[config.mk]
export PLATFORM = sky130hd
export DESIGN_NAME = tick_period_meter
export DESIGN_NICKNAME = d
export VERILOG_FILES = /design/src/rtl/tick_period_meter.sv
export SDC_FILE = /design/constraint.sdc
export NUM_CORES = 1
export LEC_CHECK = 0
export BUFFER_PORTS_ARGS = -buffer_cell sky130_fd_sc_hd__buf_2
export CORE_UTILIZATION = 52
export CTS_CLUSTER_DIAMETER = 80
export DETAILED_ROUTE_END_ITERATION = 8
export GPL_ROUTABILITY_DRIVEN = 0
export GPL_TIMING_DRIVEN = 0
export PLACE_DENSITY = 0.76
export SYNTH_ARGS = -nofsm -noshare
export SYNTH_HDL_FRONTEND = slang
export SYNTH_SLANG_ARGS = --single-unit
[constraint.sdc]
create_clock -name clk -period 2.2 [get_ports clk]
set_input_delay 0 -clock clk [delete_from_list [all_inputs] [get_ports clk]]
set_output_delay 0 -clock clk [all_outputs]
set_load 0.1 [all_outputs]
[src/rtl/tick_period_meter.sv]
// Measures the clk-cycle interval between successive tick pulses and
// offers each interval as a registered result under valid/ready.
module tick_period_meter #(
  parameter int unsigned WIDTH = 32
) (
  input  logic             clk,
  input  logic             RST,
  input  logic             tick,
  input  logic             clear,
  input  logic             ready,
  output logic [WIDTH-1:0] period,
  output logic             ovf,
  output logic             valid,
  output logic             overrun
);

  typedef enum logic {
    IDLE,
    MEASURE
  } state_e;

  localparam logic [WIDTH-1:0] MAX = '1;

  state_e           state_q, state_d;
  logic [WIDTH-1:0] count_q, count_d;
  logic             sat_q, sat_d;
  logic [WIDTH-1:0] period_q, period_d;
  logic             ovf_q, ovf_d;
  logic             valid_q, valid_d;
  logic             overrun_q, overrun_d;

  logic capture;
  logic accept;
  logic can_load;

  assign capture  = (state_q == MEASURE) & tick;
  assign accept   = valid_q & ready;
  assign can_load = ~valid_q | ready;

  always_comb begin
    state_d   = state_q;
    count_d   = count_q;
    period_d  = period_q;
    ovf_d     = ovf_q;
    valid_d   = valid_q;
    overrun_d = overrun_q;

    if (clear) begin
      state_d   = IDLE;
      count_d   = '0;
      period_d  = '0;
      ovf_d     = 1'b0;
      valid_d   = 1'b0;
      overrun_d = 1'b0;
    end else begin
      unique case (state_q)
        IDLE: begin
          if (tick) begin
            state_d = MEASURE;
            count_d = WIDTH'(1);
          end
        end
        MEASURE: begin
          unique case (1'b1)
            capture & can_load: begin
              period_d = count_q;
              ovf_d    = sat_q;
              valid_d  = 1'b1;
              count_d  = WIDTH'(1);
            end
            capture & ~can_load: begin
              overrun_d = 1'b1;
              count_d   = WIDTH'(1);
            end
            default: begin
              if (count_q != MAX) count_d = count_q + WIDTH'(1);
            end
          endcase
        end
        default: state_d = IDLE;
      endcase
      if (accept & ~capture) valid_d = 1'b0;
    end

    // sat tracks a pinned counter, so an interval of exactly MAX reports ovf
    sat_d = (state_d == MEASURE) & (count_d == MAX);
  end

  always_ff @(posedge clk) begin
    if (!RST) begin
      state_q   <= IDLE;
      count_q   <= '0;
      sat_q     <= 1'b0;
      period_q  <= '0;
      ovf_q     <= 1'b0;
      valid_q   <= 1'b0;
      overrun_q <= 1'b0;
    end else begin
      state_q   <= state_d;
      count_q   <= count_d;
      sat_q     <= sat_d;
      period_q  <= period_d;
      ovf_q     <= ovf_d;
      valid_q   <= valid_d;
      overrun_q <= overrun_d;
    end
  end

  assign period  = period_q;
  assign ovf     = ovf_q;
  assign valid   = valid_q;
  assign overrun = overrun_q;

endmodule

==> out/summary.md <==
* run status: finished with violations
* violations in the final reports: negative setup slack
* insertion delay to the later sink of the worst-skew pair: 0.36 ns
* average routed wire per standard cell: 16.7 um
* number of storage elements in the synthesis netlist: 69
* launching instance or port of the critical path: count_q[13]
* clock input transition at the sequential cells of the worst setup and hold paths: 0.07 ns
* Avg Cell Area, Syn: 8.15 sq um
* maximum level of the CTS H-tree: 3
* count of input and output buffers: 39
* Root Driver: sky130_fd_sc_hd__clkbuf_8
* GR Layer Usage met2: 0.451
* length of the first detailed-routing pass in iterations: 5
* horizontal die dimension: 79.6 um
* GRT Util Overall: 0.289
* setup violators final: 1
* capturing element of the worst setup path: sat_q
* most heavily used metal layer in global routing: met2
* Synth Flop Type: sky130_fd_sc_hd__dfxtp_1
* required time of the worst setup path: 2.50 ns
* net switching fraction of the power: 0.241
* fin crit share: 1.04
* sum of net half-perimeters after detailed placement: 5760 um
* Initial DRC Count: 249
* worst-case headroom to the max-slew limit: 0.605
* class of the tightest hold or removal check: input port to register
* sequential area share after synthesis: 0.441
* grt met3 use: 0.0629
* number of enable flip-flop cells after synthesis: 0
* share of post-route cells with drive strength above 1: 0.310
* number of distinct library cells after synthesis: 49
* number of diodes: 0
* hold violation count in the final report: 0
* clock network power share: 0.441
* number of max-capacitance violations reported: 0
* growth of design area from synthesis to finish: 28.7%
* final clock skew: 0.00788 ns
* Comb pwr share: 0.031
* largest net degree at the start of global routing: 13
* Crit. End Element: register
* power share of the sequential group: 0.528
* signal arrival time at the worst endpoint: 2.59 ns
* met1 Use GR: 0.363
* fin. max-slew vios: 0
* P per Cell Area: 580 nW/um^2
* Final Core Density: 0.714
* core region area: 5640 sq um
* Post-Synthesis Cells: 384
* WHS Path Cells: 3
* maximum clock frequency: 437 MHz
* Crit Path Category: register to register
* area enclosed by the die boundary: 6330 sq um
* standard-cell rows: 27
* leading cell type in the layout, fill and taps excluded: sky130_fd_sc_hd__nand2_1
* largest vdd supply drop: 0.350 mV
* summed instance area of the synthesized netlist: 3130 sq um
* total leakage power: 0.00145 uW
* overflow left after global routing: 0
* end of the worst register-to-register path: sat_q
* remaining antenna violation count: 0
* drt drc: 0
* vias per std cell: 5.89
* antenna violations before repair: 0
* CP startpoint kind: register
* final worst path period need: 2.29 ns
* proportion of register bits with asynchronous set or reset after synthesis: 0
* Die Ht: 79.6 um
* final-layout setup total negative slack: -0.0909 ns
* Worst Slack Setup Final: -0.0909 ns
* cell-internal power: 1770 uW
* CP Max Fanout: 6
* yosys synthesis warning count: 0
* total clock sinks: 69
* most frequent cells in the layout: 83 x sky130_fd_sc_hd__nand2_1, 41 x sky130_fd_sc_hd__dfxtp_1, 39 x sky130_fd_sc_hd__a21oi_1, 39 x sky130_fd_sc_hd__buf_2, 33 x sky130_fd_sc_hd__nor2_1
* DR vias: 3,174
* Synth Net Count: 390
* RSZ-0062 raised after global routing: true
* first-pass GRT wire length: 13,700 um
* NetSw: 562 uW
* TritonCTS clock tree: built
* largest buffer count on any clock path: 2
* Register-to-Register Setup Slack: -0.09 ns
* vias in the first global route: 2,854
* worst flop-to-flop path startpoint: count_q[13]
* Tightest Pin Transition: 0.592 ns
* wirelength, routed: 9010 um
* cell depth of the worst flop-to-flop path: 7
* Initial Util: 0.555
* Boundary Pins: 40
* TritonCTS Buffers: 9
* # nets final: 468
-- synthesized netlist by cell type, types with 5 or more instances --
cell type / count / area share
sky130_fd_sc_hd__nor2_1: 34 / 0.041
sky130_fd_sc_hd__dfxtp_1: 69 / 0.44
sky130_fd_sc_hd__or3_1: 5 / 0.010
sky130_fd_sc_hd__xor2_1: 10 / 0.028
sky130_fd_sc_hd__and4_1: 5 / 0.014
sky130_fd_sc_hd__and4_2: 7 / 0.022
sky130_fd_sc_hd__nand2_1: 83 / 0.10
sky130_fd_sc_hd__nand4_1: 10 / 0.020
sky130_fd_sc_hd__a21oi_1: 41 / 0.066
sky130_fd_sc_hd__o21ai_0: 6 / 0.0096
sky130_fd_sc_hd__nor3_1: 14 / 0.022
sky130_fd_sc_hd__xnor2_1: 12 / 0.034
sky130_fd_sc_hd__nand3_1: 16 / 0.026
sky130_fd_sc_hd__and3_1: 5 / 0.010
sky130_fd_sc_hd__clkbuf_1: 14 / 0.017
-- flip-flops by register name, summed over array words and instances, names as in the netlist --
name and cells:
period 32, ovf 1, sat_q 1, overrun 1, valid 1, count_q 32
state_q 1
-- metrics by stage --
stage | cell area (sq um) | power (uW) | instances | setup slack [ns] | hold WS [ns]
floorplan | 3140 | 1320 | 384 | 0.0240 | 0.121
global placement | 3420 | 1340 | 495 | -0.363 | 0.273
detailed placement | 3420 | 1340 | 495 | -0.355 | 0.287
CTS | 3830 | 2350 | 525 | -0.185 | 0.0123
global route | 4030 | 2410 | 539 | -0.129 | 0.0212
finish | 4030 | 2340 | 539 | -0.0909 | 0.00735
-- critical path, stage by stage, from the launching register on --
cell	delay, ns
sky130_fd_sc_hd__dfxtp_1	0.49
sky130_fd_sc_hd__and3_1	0.28
sky130_fd_sc_hd__and3_4	0.22
sky130_fd_sc_hd__o211ai_1	0.20
sky130_fd_sc_hd__xor2_1	0.26
sky130_fd_sc_hd__a2111o_1	0.40
sky130_fd_sc_hd__nor4_2	0.16
sky130_fd_sc_hd__and4_1	0.23
-- layer usage --
metal / wire (um) / share of wire
met1: 3780 / 0.42
met2: 4300 / 0.48
met3: 648 / 0.072
met5: 0 / 0
met4: 283 / 0.031
-- repair_timing --
action | in CTS | in global routing
pin swaps | 5 | 13
endpoints found under the hold margin | 4 | 0
cloned | 0 | 0
setup endpoints to repair | 10 | 12
buffers inserted | 11 | 15
hold buffers | 4 | 0
resized for setup | 45 | 31
-- power groups by stage --
| stage | sequential, uW | clock [uW] | combinational [uW] |
|---|---|---|---|
| after floorplan | 1280 | 0 | 38.3 |
| after global placement | 1280 | 0 | 62.3 |
| after detailed placement | 1280 | 0 | 63.4 |
| after CTS | 1240 | 1030 | 69.6 |
| after global routing | 1230 | 1100 | 78.8 |
| final | 1230 | 1030 | 72.0 |
-- layout make-up --
type | count | area, sq um
Multi-Input combinational cell | 290 | 1710
Fill cell | 436 | 1610
Sequential cell | 69 | 1450
Timing Repair Buffer | 69 | 438
Buffer | 22 | 139
Clock buffer | 10 | 128
Tap cell | 72 | 90.1
Clock inverter | 6 | 63.8
Inverter | 1 | 3.75
-- kinds of logic (layout without fill, tap and decap cells) --
family | after synthesis | after routing | share of synthesized area
AO/OA/AOI/OAI | 62 | 62 | 0.114
XOR/XNOR | 22 | 22 | 0.0616
adder cells (fa/ha/maj) | 1 | 1 | 0.00400
buffers and inverters | 25 | 108 | 0.0440
flip-flops | 69 | 69 | 0.441
multiplexers | 3 | 3 | 0.00960
AND/OR/NAND/NOR | 202 | 202 | 0.326
-- how the worst min path moves through the flow --
stage	slack, ns	end	startpoint
2_1_floorplan	0.12	count_q[0]	tick
3_3_place_gp	0.27	count_q[28]	RST
3_5_place_dp	0.29	count_q[28]	RST
4_1_cts	0.01	count_q[28]	clear
5_1_grt	0.02	count_q[28]	clear
6_report	0.007	count_q[28]	clear
No activity file was read; power rests on OpenSTA's default activity.
